==> config.mk <==
export PLATFORM = sky130hd
export DESIGN_NAME = stepper_seq
export DESIGN_NICKNAME = d
export VERILOG_FILES = /design/src/rtl/stepper_pkg.sv /design/src/rtl/stepper_seq_tick.sv /design/src/rtl/stepper_seq.sv
export SDC_FILE = /design/constraint.sdc
export NUM_CORES = 1
export LEC_CHECK = 0
export ABC_AREA = 1
export CORE_ASPECT_RATIO = 0.6
export CORE_UTILIZATION = 40
export CTS_CLUSTER_DIAMETER = 40
export CTS_CLUSTER_SIZE = 14
export DETAILED_ROUTE_END_ITERATION = 10
export PLACE_DENSITY_LB_ADDON = 0.3
export REMOVE_ABC_BUFFERS = 1
export SYNTH_ARGS = -nofsm -noshare
export SYNTH_HDL_FRONTEND = slang
export SYNTH_SLANG_ARGS = --single-unit
==> constraint.sdc <==
create_clock -name clk -period 2.9 [get_ports clk]
set_input_delay 0.58 -clock clk [delete_from_list [all_inputs] [get_ports clk]]
set_output_delay 0.58 -clock clk [all_outputs]
set_load 0.02 [all_outputs]
==> src/rtl/stepper_pkg.sv <==
// rtl/stepper_pkg.sv - shared types, phase table and index helper for the stepper sequencer
package stepper_pkg;

    typedef enum logic {
        IDLE = 1'b0,
        RUN  = 1'b1
    } state_t;

    localparam logic DIR_FWD = 1'b1;
    localparam logic DIR_REV = 1'b0;

    // Even entries are single-coil, odd entries are two-phase-on.
    localparam logic [3:0] PHASE_TABLE [8] = '{
        4'b1000, 4'b1100, 4'b0100, 4'b0110,
        4'b0010, 4'b0011, 4'b0001, 4'b1001
    };

    // Full-step from an even index moves by one to land on a two-phase-on entry.
    function automatic logic [2:0] next_idx(input logic [2:0] idx,
                                            input logic       dir,
                                            input logic       half);
        logic [2:0] delta;
        delta = (half || !idx[0]) ? 3'd1 : 3'd2;
        return (dir == DIR_FWD) ? idx + delta : idx - delta;
    endfunction

endpackage

==> src/rtl/stepper_seq_tick.sv <==
// rtl/stepper_seq_tick.sv - step_tick: step-rate enable pulse generator
module step_tick #(
    parameter int DIV = 10
) (
    input  logic clk,
    input  logic rst,
    input  logic clr,
    output logic tick
);

    localparam int CW = (DIV > 1) ? $clog2(DIV) : 1;
    localparam logic [CW-1:0] LAST = CW'(DIV - 1);

    logic [CW-1:0] cnt;

    assign tick = (cnt == LAST);

    always_ff @(posedge clk) begin
        if (rst || clr) begin
            cnt <= '0;
        end else if (cnt == LAST) begin
            cnt <= '0;
        end else begin
            cnt <= cnt + 1'b1;
        end
    end

endmodule

==> src/rtl/stepper_seq.sv <==
// rtl/stepper_seq.sv - stepper-motor phase sequencer with start/busy/done handshake
module stepper_seq
    import stepper_pkg::*;
#(
    parameter int CLK_HZ  = 50000000,
    parameter int STEP_HZ = 500,
    parameter int STEP_W  = 16,
    parameter int POS_W   = 16,
    parameter int HOLD    = 1
) (
    input  logic                    clk,
    input  logic                    rst,
    input  logic                    start,
    input  logic                    dir,
    input  logic                    half_step,
    input  logic [STEP_W-1:0]       steps,
    input  logic                    stop,
    output logic                    busy,
    output logic                    done,
    output logic [3:0]              coils,
    output logic signed [POS_W-1:0] pos
);

    localparam int DIV = CLK_HZ / STEP_HZ;

    state_t              state;
    logic [2:0]          idx;
    logic [STEP_W-1:0]   remaining;
    logic                dir_q;
    logic                half_q;
    logic                tick;
    logic [2:0]          nidx;
    logic                last_step;
    logic [3:0]          idle_coils;

    // Counter is held at zero while idle, so the first tick lands DIV cycles after start.
    step_tick #(
        .DIV (DIV)
    ) u_step_tick (
        .clk  (clk),
        .rst  (rst),
        .clr  (state == IDLE),
        .tick (tick)
    );

    assign nidx       = next_idx(idx, dir_q, half_q);
    assign last_step  = tick && (remaining == STEP_W'(1));
    assign idle_coils = (HOLD != 0) ? PHASE_TABLE[nidx] : 4'b0000;

    always_ff @(posedge clk) begin
        if (rst) begin
            state     <= IDLE;
            busy      <= 1'b0;
            done      <= 1'b0;
            coils     <= 4'b0000;
            idx       <= 3'd0;
            pos       <= '0;
            remaining <= '0;
            dir_q     <= DIR_FWD;
            half_q    <= 1'b0;
        end else begin
            done <= 1'b0;
            case (state)
                IDLE: begin
                    if (start) begin
                        if (steps != '0) begin
                            state     <= RUN;
                            busy      <= 1'b1;
                            dir_q     <= dir;
                            half_q    <= half_step;
                            remaining <= steps;
                        end else begin
                            done <= 1'b1;
                        end
                    end
                end
                RUN: begin
                    // The final step wins over a coincident stop.
                    if (stop && !last_step) begin
                        state     <= IDLE;
                        busy      <= 1'b0;
                        done      <= 1'b1;
                        remaining <= '0;
                        if (HOLD == 0) begin
                            coils <= 4'b0000;
                        end
                    end else if (tick) begin
                        idx       <= nidx;
                        pos       <= (dir_q == DIR_FWD) ? pos + POS_W'(1) : pos - POS_W'(1);
                        remaining <= remaining - STEP_W'(1);
                        if (last_step) begin
                            state <= IDLE;
                            busy  <= 1'b0;
                            done  <= 1'b1;
                            coils <= idle_coils;
                        end else begin
                            coils <= PHASE_TABLE[nidx];
                        end
                    end
                end
                default: begin
                    state <= IDLE;
                    busy  <= 1'b0;
                end
            endcase
        end
    end

endmodule

* Word level (Yosys, flattened, before mapping)
Memory sizes are Yosys's and may differ from the RTL's. A register that Yosys moved wholly into a read port is not among the register bits.
Cells that the tools add are included.
** Operators by class
- Divide/modulo/power cells :: 0
- Shift operators :: 0
- Bitwise operators :: 3
- $lt $le $gt $ge :: 0
- Equal/unequal tests :: 6
- Muxes and demuxes :: 26
- Add/subtract/negate cells :: 6
- Multipliers :: 0
- Reduce and logical (&&, ||, !) cells :: 12
** Operators by type and width (count)
- 16-bit 2-to-1 mux :: 5
- 16-bit one-hot mux with 2 select lines :: 1
- 17-bit by 1-bit adder with 17-bit output (second input constant) :: 1
- 17-bit equality test (second input constant) :: 1
- 16-bit by 2-bit adder with 16-bit output (second input constant) :: 1
- 16-bit by 1-bit equality test with 1-bit output (second input constant) :: 1
- 16-bit nonzero test :: 1
- 16-bit by 1-bit subtractor with 16-bit output (second input constant) :: 1
- 16-bit by 2-bit subtractor with 16-bit output (second input constant) :: 1
- 1-bit 2-to-1 mux :: 15
- 3-bit AND reduction :: 3
- 3-bit by 1-bit inequality test with 1-bit output (second input constant) :: 2
- 1-bit one-hot mux with 2 select lines :: 3
- 2-bit inequality test (second input constant) :: 2
- 3-bit inverter with 4-bit output :: 1
- 4-bit AND reduction :: 1
- 3-bit by 2-bit adder with 3-bit output :: 1
- 3-bit 2-to-1 mux :: 1
- 3-bit by 2-bit subtractor with 3-bit output :: 1
- 1-bit logical AND :: 2
- 1-bit logical NOT :: 2
- 1-bit logical OR :: 2
- 2-bit 2-to-1 mux :: 1
- 1-bit inverter :: 2
- 2-bit OR reduction :: 1
** Word-level totals
- Input bits :: 22
- Bits in registers :: 57
- Bits in latches :: 0
- Memory bits (writable) :: 0
- Logic and storage cells :: 63
- Output and inout port bits :: 22
- Memories kept :: 1
- Bits in read-only memories :: 32
** Memories
- (name not given) :: depth 8, bits a word 4, read ports 1, clocked after Yosys merged registers in 1, wr ports 0, RTL line stepper_seq.sv:97 : coils <= PHASE_TABLE[nidx];

* Longest topological paths before layout
Gate-level depths: netlist (run 1).
- Depth after elaboration :: 6
- Depth in mapped cells :: 14
- Depth with buffers taken out :: 14

* Hierarchy
A second synthesis (run 1) with hierarchy kept.
** Unflattened totals
- Cells, all modules :: 653
- Area, all modules :: 4265.3 µm²
** By module, submodules not included
- stepper_seq :: cells each 513, area each 3316.9 µm², times used 1
- step_tick :: cells each 140, area each 948.4 µm², times used 1

* Worst setup path before layout (run 1)
No wires, ideal clock.
- Path type :: flip-flop to flip-flop
- Start :: reg dir_q
- End :: reg coils[3]
- Arrival time :: 1.887 ns
- Data required time :: 2.830 ns
- Period minus slack after synthesis :: 1.957 ns
- Cell stages (with the launch flop) :: 13
- Library setup time :: 0.070 ns
- Setup slack :: 0.943 ns
- Cell sequence :: dfxtp_1 -> inv_1 -> a21oi_1 -> fa_1 -> inv_1 -> or2_2 -> nand2_1 -> nand2_1 -> nand2_1 -> inv_1 -> o21ai_0 -> nand2_1 -> a21oi_1
** On the way
- Cells in the longest elaborated chain, start to end :: 2
** Ends and longest elaborated chain
- from (decl) :: RTL line stepper_seq.sv:29 : logic dir_q;
- from (signal assigned) :: RTL line stepper_seq.sv:69 : dir_q <= dir;
- 3-bit 2-to-1 mux :: RTL line stepper_pkg.sv:24 : return (dir == DIR_FWD) ? idx + delta : idx - delta;
- 3-bit inverter with 4-bit output (implied by the code) :: RTL line stepper_seq.sv:48, stepper_seq.sv:97
- to (signal assigned) :: RTL line stepper_seq.sv:95 : coils <= idle_coils;
- to (signal assigned) :: RTL line stepper_seq.sv:97
- to (decl) :: RTL line stepper_seq.sv:20 : output logic [3:0] coils,
No other way between the ends.
A chain may end at the register's enable or synchronous reset.

* Worst setup path after layout (run 1)
Same ends and word-level chain as after synthesis.

==> impl_results.md, run 1 <==
- Total Wirelength: 10,800 um
- Most frequent cells after synthesis: nand2_1 (216), inv_1 (95), nor2_1 (80)
- Vias in the first global route: 3,942
- Initial antenna violation count: 0
- WS Path Type: reg2reg
- Worst-skew pair later-pin latency: 330 ps
- Most frequent cell after synthesis: nand2_1
- Setup bufs post-CTS: 0
- GPL Wtd Cong: 0.887
- Maximum Capacitance Violations: 0
- Synth warn: 0
- Max FO, Critical Path: 16
- Achievable frequency: 0.412 GHz
- Post-route cell area: 5130 um^2
- Leakage power: 0.00248 uW
- Register area: 1220 um^2
- Final min period: 2430 ps
- Yosys top cell by area: dfxtp_1
- Clock Sinks: 61
- Syn Area/Cell: 6.19 um^2
- RSZ-0062 raised after global routing: false
- # port buffers: 43
- Setup crit end kind: flip-flop
- Worst EP required: 3160 ps
- Fin crit share: 0.836
- GRT met3 Usage: 0.0549
- Slew Limit Fails: 0
- Die Wd: 136 um
- Post-Syn Area: 4290 um^2
- I/O pins: 44
- Worst min path class: reg2reg
- Clock Tree Root: clkbuf_16
- Register clock-pin slew on the reported worst setup and hold paths: 50 ps
- Number of synthesized flops with an enable pin: 0
- Cell area power density: 463 nW/um^2
- Max_slew headroom: 0.500
- Register bit total from synthesis: 61
- Setup tns final: 0 ps
- Total track usage: 0.209
- Die span in y: 82.2 um
- Dpl cell area: 4830 um^2
- Combinational Power Share: 0.161
- Max H-tree Level: 3
- Area Growth Syn to Fin: 19.4%
- DR DRC count: 0
- CTS buffer count: 9
- CTS tree: built
- Synth top area share: 0.284
- Fin worst setup slack: 475 ps
- Critical path startpoint category: flip-flop
- Clock Tree Buf Depth: 2
- Setup Viol. Count Final: 0
- Met2 Resource Use GR: 0.313
- Global-route wire length before repair: 18,100 um
- DR iter-0 viols: 356
- Sequential fraction of the synthesis area: 0.284
- Via count: 4,360
- N_diodes: 0
- R2r setup slk: 470 ps
- Fillers: 986
- Cts hold-fix bufs: 0
- Internal power: 1730 uW
- Quantity of gates resized following cts: 0
- Clock share of power: 0.462
- FP Rows: 28
- Grt total ovfl: 0
- Worst vdd ir: 0.000292 V
- Post-DRT Antenna Nets: 0
- Worst Path Arrival: 2680 ps
- Util after Layout: 0.506
- Power, Total: 2380 uW
- Run status: finished, final reports clean
- Register share of total power: 0.377
- Routed wire per std cell: 12.4 um
- Sw Pwr: 641 uW
- Core Region: 10,100 um^2
- Drt first pass iters: 5
- Post-DR vias/cell: 4.99
- Worst-margin pin slew: 747 ps
- Most used routing layer: met2
- Die ar.: 11,200 um^2
- Multi-input gate area: 2580 um^2
- Initial Util: 0.424
- Async S/R FF share, synth: 0
- Fin nets: 779
- DP HPWL: 8150 um
- Synth top area cells: dfxtp_1 (28%), nand2_1 (19%), inv_1 (8.3%), nand3_1 (7.3%), nor2_1 (7.0%)
- Top FF cell, synth: dfxtp_1
- Sw Ratio: 0.270
- Hold Fails Final Rpt: 0
- Routing usage on met1: 0.293
- Largest net degree at the start of global routing: 36
- Fraction of layout cells with a size suffix above 1: 0.0583
- Synth unique cells: 37
- Synth Instances: 694
- Setup Skew: 5.98 ps
- Dpl ws: 287 ps
==> final timing paths <==
kind,startpoint,end,cells after the start
worst max-delay path,dir_q,coils[3],12
worst min-delay path,u_step_tick.cnt[0],u_step_tick.cnt[0],1
worst max register to register,dir_q,coils[3],12
worst min register to register,u_step_tick.cnt[0],u_step_tick.cnt[0],1
==> registers in the layout (all words and copies together), names as in the netlist <==
signal           count
busy                 1
coils                4
dir_q                1
done                 1
half_q               1
idx                  3
pos                 16
remaining           16
state                1
u_step_tick.cnt     17
==> cell families after synthesis <==
group,synth area share
AO/OA/AOI/OAI,0.0857
XOR/XNOR,0.0490
flip-flops,0.284
adder cells (fa/ha/maj),0.0676
buffers and inverters,0.115
AND/OR/NAND/NOR,0.398
==> layer usage <==
layer	vias up	wire, um	share of wire
met1	1929	5660	0.52
met3	9	757	0.070
met4	0	99	0.0092
met2	163	4280	0.40
li1	2259	-	-
met5	-	0	0
==> area by class of cell <==
cell class                      count  area share
Multi-Input combinational cell    511       0.503
Sequential cell                    61       0.238
Timing Repair Buffer               48      0.0913
Inverter                          104      0.0761
Clock buffer                       13      0.0527
Tap cell                          135      0.0329
Clock inverter                      1     0.00586
==> per-stage QoR <==
step           std cells  hold WS [ps]
3_3_place_gp         859           431
6_report             873           445
5_1_grt              873           462
3_5_place_dp         859           441
2_1_floorplan        676           413
4_1_cts              873           449
==> cells in the final DEF (no fill, tap or decap), types with 3 or more instances in the layout <==
cell             instances
a21oi_1                 52
a31oi_1                  3
and3_1                   4
buf_4                    5
clkbuf_16                9
clkbuf_8                 3
clkdlybuf4s50_1         43
dfxtp_1                 61
ha_1                    20
inv_1                   95
inv_2                    8
nand2_1                216
nand3_1                 63
nand3b_1                 3
nand4_1                 10
nor2_1                  80
nor2_2                   5
nor3_1                   5
o21ai_0                  7
xor2_1                  22
==> critical path, stage by stage (launching register included) <==
cell and delay (ps):
dfxtp_1 450, inv_1 340, a21oi_1 310, fa_1 220
inv_1 50, or2_2 280, nand2_1 70, nand2_1 50
nand2_1 120, inv_1 90, o21ai_0 160, nand2_1 70
a21oi_1 150
==> power groups by stage <==
| stage | combinational [uW] | sequential, uW | clock [uW] |
|---|---|---|---|
| detailed placement | 376 | 911 | 0 |
| CTS | 379 | 894 | 1120 |
| global placement | 364 | 911 | 0 |
| floorplan | 256 | 911 | 0 |
| finish | 383 | 895 | 1100 |
| global route | 432 | 898 | 1150 |
Power figures use the tool's default switching activity.
==> run 2: changes to the inputs <==
==> constraint.sdc (replaced) <==
create_clock -name clk -period 2.3 [get_ports clk]
set_input_delay 0.46 -clock clk [delete_from_list [all_inputs] [get_ports clk]]
set_output_delay 0.46 -clock clk [all_outputs]
set_load 0.02 [all_outputs]
==> run 2 against run 1 <==
First-iteration DRC count decreased by 36%. Routed wire length is 0.42% higher. Die area did not move. Global-route usage rose by 0.070 points. Clock power grew 32%. Clock skew fell by 1.7 ps. Power is 30% higher. Sequential share of layout area decreased by 0.33 points. Hold slack improved by 17 ps. Final cell count is 0.80% higher. Critical path type unchanged.
==> impl_results.md, run 2 (synthesis gave the netlist of run 1 again) <==
- N_diodes: 0 (unchanged)
- Total track usage: 0.210 (was 0.209)
- Register area: 1220 um^2 (unchanged)
- Setup Skew: 4.26 ps (was 5.98 ps)
- Register clock-pin slew on the reported worst setup and hold paths: 50 ps (about the same)
- Worst path max stage delay: 360 ps (was 450 ps)
- Via count: 4,350 (was 4,360)
- Grt total ovfl: 0 (unchanged)
- Clock Tree Root: clkbuf_16 (unchanged)
- CP Cell Sequence: inv_1 -> buf_4 -> ha_1 -> a21oi_1 -> nand2_1 -> nand3_1 -> nand2_1 -> nand2_1 -> nand2_1 -> nand2_1 -> nand2_1 -> nor2_1 -> nor2_1 (was inv_1 -> a21oi_1 -> fa_1 -> inv_1 -> or2_2 -> nand2_1 -> nand2_1 -> nand2_1 -> inv_1 -> o21ai_0 -> nand2_1 -> a21oi_1)
- RSZ-0062 raised after global routing: false (unchanged)
- Quantity of gates resized following cts: 0 (unchanged)
- Post-DR vias/cell: 4.94 (was 4.99)
- Die ar.: 11,200 um^2 (unchanged)
- Worst-skew pair later-pin latency: 330 ps (about the same)
- Critical path's slowest cell: ha_1 (was dfxtp_1)
- Register share of total power: 0.366 (was 0.377)
- Combinational Power Share: 0.163 (was 0.161)
- Top delay family on crit path: simple AND/OR/NAND/NOR gates (was compound AO/OA/AOI/OAI gates)
- Clock share of power: 0.471 (was 0.462)
- Biggest register: u_step_tick.cnt (unchanged)
- Fin crit share: 0.880 (was 0.836)
- Final min period: 2020 ps (was 2430 ps)
- Worst EP required: 2530 ps (was 3160 ps)
- Critical path startpoint category: flip-flop (unchanged)
- # port buffers: 43 (unchanged)
- Largest net degree at the start of global routing: 36 (unchanged)
- Setup bufs post-CTS: 0 (unchanged)
- Sw Pwr: 821 uW (was 641 uW)
- Core Region: 10,100 um^2 (unchanged)
- Vias in the first global route: 3,793 (was 3,942)
- Sw Ratio: 0.267 (was 0.270)
- Fillers: 995 (was 986)
- Most common cell on crit path: nand2_1 (unchanged)
- Worst vdd ir: 0.000364 V (was 0.000292 V)
- Biggest regs: u_step_tick.cnt (17), pos (16), remaining (16) (unchanged)
- Power, Total: 3080 uW (was 2380 uW)
- Max FO, Critical Path: 15 (was 16)
- Leakage power: 0.00252 uW (was 0.00248 uW)
- Worst-margin pin slew: 459 ps (was 747 ps)
- Achievable frequency: 0.494 GHz (was 0.412 GHz)
- FP Rows: 28 (unchanged)
- Setup tns final: 0 ps (unchanged)
- Total Wirelength: 10,800 um (about the same)
- Slew Limit Fails: 0 (unchanged)
- Max H-tree Level: 3 (unchanged)
- Drt first pass iters: 5 (unchanged)
- Area Growth Syn to Fin: 21.1% (was 19.4%)
- Initial Util: 0.424 (unchanged)
- Setup crit end kind: flip-flop (unchanged)
- Routed wire per std cell: 12.3 um (was 12.4 um)
- Global-route wire length before repair: 18,000 um (was 18,100 um)
- Worst min path class: reg2reg (unchanged)
- Most frequent cells in the layout: nand2_1 (216), inv_1 (95), nor2_1 (80) (unchanged)
- Commonest non-fill, non-tap cell in the layout: nand2_1 (unchanged)
- Maximum Capacitance Violations: 0 (unchanged)
- Cts hold-fix bufs: 0 (unchanged)
- Clock Sinks: 61 (unchanged)
- Multi-input gate area: 2580 um^2 (unchanged)
- CTS tree: built (unchanged)
- Die Wd: 136 um (unchanged)
- Die span in y: 82.2 um (unchanged)
- I/O pins: 44 (unchanged)
- Worst Path Arrival: 2250 ps (was 2680 ps)
- Hold Fails Final Rpt: 0 (unchanged)
- Largest register FFs: 17 (unchanged)
- DR DRC count: 0 (unchanged)
- Max_slew headroom: 0.693 (was 0.500)
- Fin nets: 785 (was 779)
- Buf/Inv on CP: 2 (was 3)
- Run status: finished, final reports clean (unchanged)
- Fraction of layout cells with a size suffix above 1: 0.0671 (was 0.0583)
- WS Path Type: reg2reg (unchanged)
- Initial antenna violation count: 0 (unchanged)
- Setup Viol. Count Final: 0 (unchanged)
- DP HPWL: 8220 um (was 8150 um)
- CTS buffer count: 9 (unchanged)
- GPL Wtd Cong: 0.896 (was 0.887)
- Internal power: 2250 uW (was 1730 uW)
- Post-DRT Antenna Nets: 0 (unchanged)
- DR iter-0 viols: 227 (was 356)
- Cell area power density: 592 nW/um^2 (was 463 nW/um^2)
- Clock Tree Buf Depth: 2 (unchanged)
==> run 2: final cells by class <==
type	instances	share of cell area
clock inverters	4	0.0140
flip-flops and latches	61	0.235
well taps	135	0.0325
repair buffers	54	0.101
multi-input cells	511	0.496
inverters	104	0.0751
clock buffers	11	0.0467
==> run 2: power by group through the flow <==
stage	Clock (uW)	Combinational, uW	Sequential [uW]
after detailed placement	0	492	1150
after floorplan	0	323	1150
after global placement	0	480	1150
after CTS	1480	497	1120
after global routing	1530	565	1130
final	1450	501	1130
==> run 2: final timing paths <==
path	end	cells past startpoint	slack [ps]	from
max	pos[14]	13	280	dir_q
min	u_step_tick.cnt[0]	1	460	u_step_tick.cnt[0]
max reg2reg	pos[14]	13	280	dir_q
min reg2reg	u_step_tick.cnt[0]	1	460	u_step_tick.cnt[0]
==> run 2: layer usage <==
| layer | GRT usage | vias to the layer above | share of wire |
|---|---|---|---|
| met4 | 0.0652 | 0 | 0.010 |
| met5 | 0 | - | 0 |
| li1 | - | 2272 | - |
| met2 | 0.294 | 120 | 0.39 |
| met3 | 0.0513 | 13 | 0.057 |
| met1 | 0.309 | 1945 | 0.54 |
==> run 2: metrics by stage <==
| stage | instance area [um^2] | cells | worst slack (ps) | utilization | hold slack, ps |
|---|---|---|---|---|---|
| 2_1_floorplan | 4190 | 676 | 248 | - | 413 |
| 3_3_place_gp | 4880 | 865 | 90.6 | 0.482 | 433 |
| 3_5_place_dp | 4880 | 865 | 47.2 | 0.482 | 451 |
| 4_1_cts | 5200 | 880 | 287 | 0.514 | 461 |
| 5_1_grt | 5200 | 880 | 42.1 | 0.514 | 472 |
| 6_report | 5200 | 880 | 275 | 0.514 | 462 |
==> run 2: worst register-to-register path, cell delays in order (launching register included) <==
cell     delay, ps
dfxtp_1        320
inv_1           50
buf_4          200
ha_1           370
a21oi_1        220
nand2_1        150
nand3_1        100
nand2_1        110
nand2_1        110
nand2_1         50
nand2_1         50
nand2_1         40
nor2_1          80
nor2_1          50
==> run 3: changes to the inputs <==
--- a/config.mk
+++ b/config.mk
@@ -11,8 +11,10 @@
 export CTS_CLUSTER_DIAMETER = 40
 export CTS_CLUSTER_SIZE = 14
 export DETAILED_ROUTE_END_ITERATION = 10
+export HOLD_SLACK_MARGIN = 0.06
 export PLACE_DENSITY_LB_ADDON = 0.3
 export REMOVE_ABC_BUFFERS = 1
+export SLEW_MARGIN = 20
 export SYNTH_ARGS = -nofsm -noshare
 export SYNTH_HDL_FRONTEND = slang
 export SYNTH_SLANG_ARGS = --single-unit
==> constraint.sdc (replaced) <==
create_clock -name clk -period 1.8 [get_ports clk]
set_input_delay 0.36 -clock clk [delete_from_list [all_inputs] [get_ports clk]]
set_output_delay 0.36 -clock clk [all_outputs]
set_load 0.02 [all_outputs]
==> run 3 against run 2 <==
Count of clock-buffer cells in the layout is 2 higher. Critical endpoint is now pos[8]. The flow now finishes with violations (negative setup slack). Sequential share of layout area shrank 3.8 points. Hold slack got worse by 13 ps. Critical path type unchanged.
==> impl_results.md, run 3 (synthesis gave the netlist of run 1 again) <==
- Run status: finished, violations left (was finished, final reports clean)
- Failing checks: negative setup slack
- Fin worst setup slack: -28.3 ps (was 275 ps)
- Clock Tree Root: clkbuf_16 (unchanged)
- Biggest register: u_step_tick.cnt (unchanged)
- Via count: 4,765 (was 4,350)
- Cts hold-fix bufs: 0 (unchanged)
- Dpl cell area: 5400 um^2 (was 4880 um^2)
- Leakage power: 0.00301 uW (was 0.00252 uW)
- Worst-margin pin slew: 508 ps (was 459 ps)
- Fillers: 893 (was 995)
- Sw Pwr: 1140 uW (was 821 uW)
- I/O pins: 44 (unchanged)
- Register clock-pin slew on the reported worst setup and hold paths: 60 ps (was 50 ps)
- Clock Tree Buf Depth: 2 (unchanged)
- CTS tree: built (unchanged)
- FP Rows: 28 (unchanged)
- Critical path startpoint category: flip-flop (unchanged)
- WS Path Type: reg2reg (unchanged)
- Global-route wire length before repair: 20,400 um (was 18,000 um)
- Hold EP: u_step_tick.cnt[0] (unchanged)
- Slew Limit Fails: 0 (unchanged)
- Routed wire per std cell: 13.4 um (was 12.3 um)
- Initial Util: 0.424 (unchanged)
- Maximum Capacitance Violations: 0 (unchanged)
- Largest register FFs: 17 (unchanged)
- Sw Ratio: 0.267 (about the same)
- Commonest non-fill, non-tap cell in the layout: nand2_1 (unchanged)
- Total track usage: 0.234 (was 0.210)
- R2r setup slk: -30 ps (was 280 ps)
- Register area: 1220 um^2 (about the same)
- Util after Layout: 0.615 (was 0.514)
- Worst-skew pair later-pin latency: 340 ps (was 330 ps)
- Worst vdd ir: 0.000476 V (was 0.000364 V)
- Setup Viol. Count Final: 1 (was 0)
- Metal2 WL: 5440 um (was 4270 um)
- Worst Path Arrival: 2060 ps (was 2250 ps)
- DR DRC count: 0 (unchanged)
- Worst EP required: 2040 ps (was 2530 ps)
- DP HPWL: 8670 um (was 8220 um)
- Worst Hold Depth: 1 (unchanged)
- Max H-tree Level: 3 (unchanged)
- N_diodes: 0 (unchanged)
- Initial antenna violation count: 0 (unchanged)
- Grt total ovfl: 0 (unchanged)
- Top routing layer in use: met4 (unchanged)
- Post-DR vias/cell: 5.00 (was 4.94)
- Achievable frequency: 0.547 GHz (was 0.494 GHz)
- Multi-input gate area: 2920 um^2 (was 2580 um^2)
- Critical R2R Capture: pos[8] (was pos[14])
- Combinational Power Share: 0.195 (was 0.163)
- Register share of total power: 0.337 (was 0.366)
- Worst reg-to-reg path cell count: 12 (was 13)
- Internal power: 3130 uW (was 2250 uW)
- GPL Wtd Cong: 0.907 (was 0.896)
- Max FO, Critical Path: 7 (was 15)
- Max_slew headroom: 0.661 (was 0.693)
- Fin crit share: 1.02 (was 0.880)
- Fin nets: 857 (was 785)
- Worst min path class: reg2reg (unchanged)
- Drt first pass iters: 6 (was 5)
- Most frequent cells in the layout: nand2_1 (200), inv_1 (91), buf_4 (74) (was nand2_1 (216), inv_1 (95), nor2_1 (80))
- Worst Min Path Start: u_step_tick.cnt[0] (unchanged)
- Met3 WL: 732 um (was 617 um)
- Core Region: 10,100 um^2 (unchanged)
- DRT met1 WL: 6370 um (was 5840 um)
- DR iter-0 viols: 346 (was 227)
- Clock share of power: 0.468 (was 0.471)
- RSZ-0062 raised after global routing: true (was false)
- Area Growth Syn to Fin: 45.1% (was 21.1%)
- Die span in y: 82.2 um (unchanged)
- Largest net degree at the start of global routing: 36 (unchanged)
- CTS buffer count: 9 (unchanged)
- Biggest regs: u_step_tick.cnt (17), pos (16), remaining (16) (unchanged)
- Post-route cell area: 6230 um^2 (was 5200 um^2)
- Total Wirelength: 12,700 um (was 10,800 um)
- Hold Fails Final Rpt: 0 (unchanged)
- Setup crit end kind: flip-flop (unchanged)
- Fraction of layout cells with a size suffix above 1: 0.225 (was 0.0671)
- Die Wd: 136 um (unchanged)
- Die ar.: 11,200 um^2 (unchanged)
- # port buffers: 43 (unchanged)
- Reg2reg start: dir_q (unchanged)
- Cell area power density: 686 nW/um^2 (was 592 nW/um^2)
- Post-DRT Antenna Nets: 0 (unchanged)
- Final min period: 1830 ps (was 2020 ps)
- Clock Sinks: 61 (unchanged)
- Vias in the first global route: 4,303 (was 3,793)
- Setup Skew: 7.74 ps (was 4.26 ps)
[run 3: critical path, cell delays in order, from the launching register on]
cell and delay, ps:
dfxtp_2 330, inv_4 110, buf_12 170, ha_4 240
nand2_2 110, inv_1 60, a21oi_2 170, buf_4 130
nand3b_1 80, nand2_1 70, nand4_1 110, nand2_1 100
nor2_1 40
[run 3: metrics by stage]
stage	TNS [ps]	instances	hold slack [ps]	total power, uW	setup slack, ps
final	-28.3	953	449	4270	-28.3
after global routing	-1230	953	467	4450	-134
after CTS	0	946	451	4250	12.8
after detailed placement	-5760	929	443	2190	-287
after global placement	-4230	929	431	2170	-215
after floorplan	-7540	676	413	1880	-252
[run 3: layout make-up]
cell class,instances,area share
clock buffer,13,0.0450
clock inverter,3,0.0104
inverter,104,0.0639
multi-input combinational,511,0.469
sequential,61,0.197
tap,135,0.0271
timing repair buffer,126,0.188
[run 3: worst max path at each step]
stage	from	end	slack [ps]	depth (start not counted)
after detailed placement	steps[8]	remaining[10]	-290	12
final	dir_q	pos[8]	-30	12
after global routing	dir_q	pos[15]	-130	13
after CTS	dir_q	coils[3]	10	12
after global placement	steps[10]	remaining[1]	-210	12
after floorplan	state	remaining[0]	-250	7
[run 3: repair_timing]
action                                  CTS  global route
pin swaps                                 4            10
gates cloned                              1             1
buffers inserted                          0             6
endpoints found under the setup margin   30            45
gates resized for setup                  41            46
[run 3: power by group through the flow]
stage | Combinational (uW) | Clock (uW) | Sequential [uW]
floorplan | 413 | 0 | 1470
global placement | 705 | 0 | 1460
detailed placement | 722 | 0 | 1460
CTS | 784 | 2030 | 1440
global route | 923 | 2080 | 1440
finish | 833 | 2000 | 1440
[run 3: layer usage]
layer,global-route usage,vias up
li1,-,2413
met2,0.355,161
met3,0.0598,18
met1,0.328,2173
met5,0,-
met4,0.0596,0
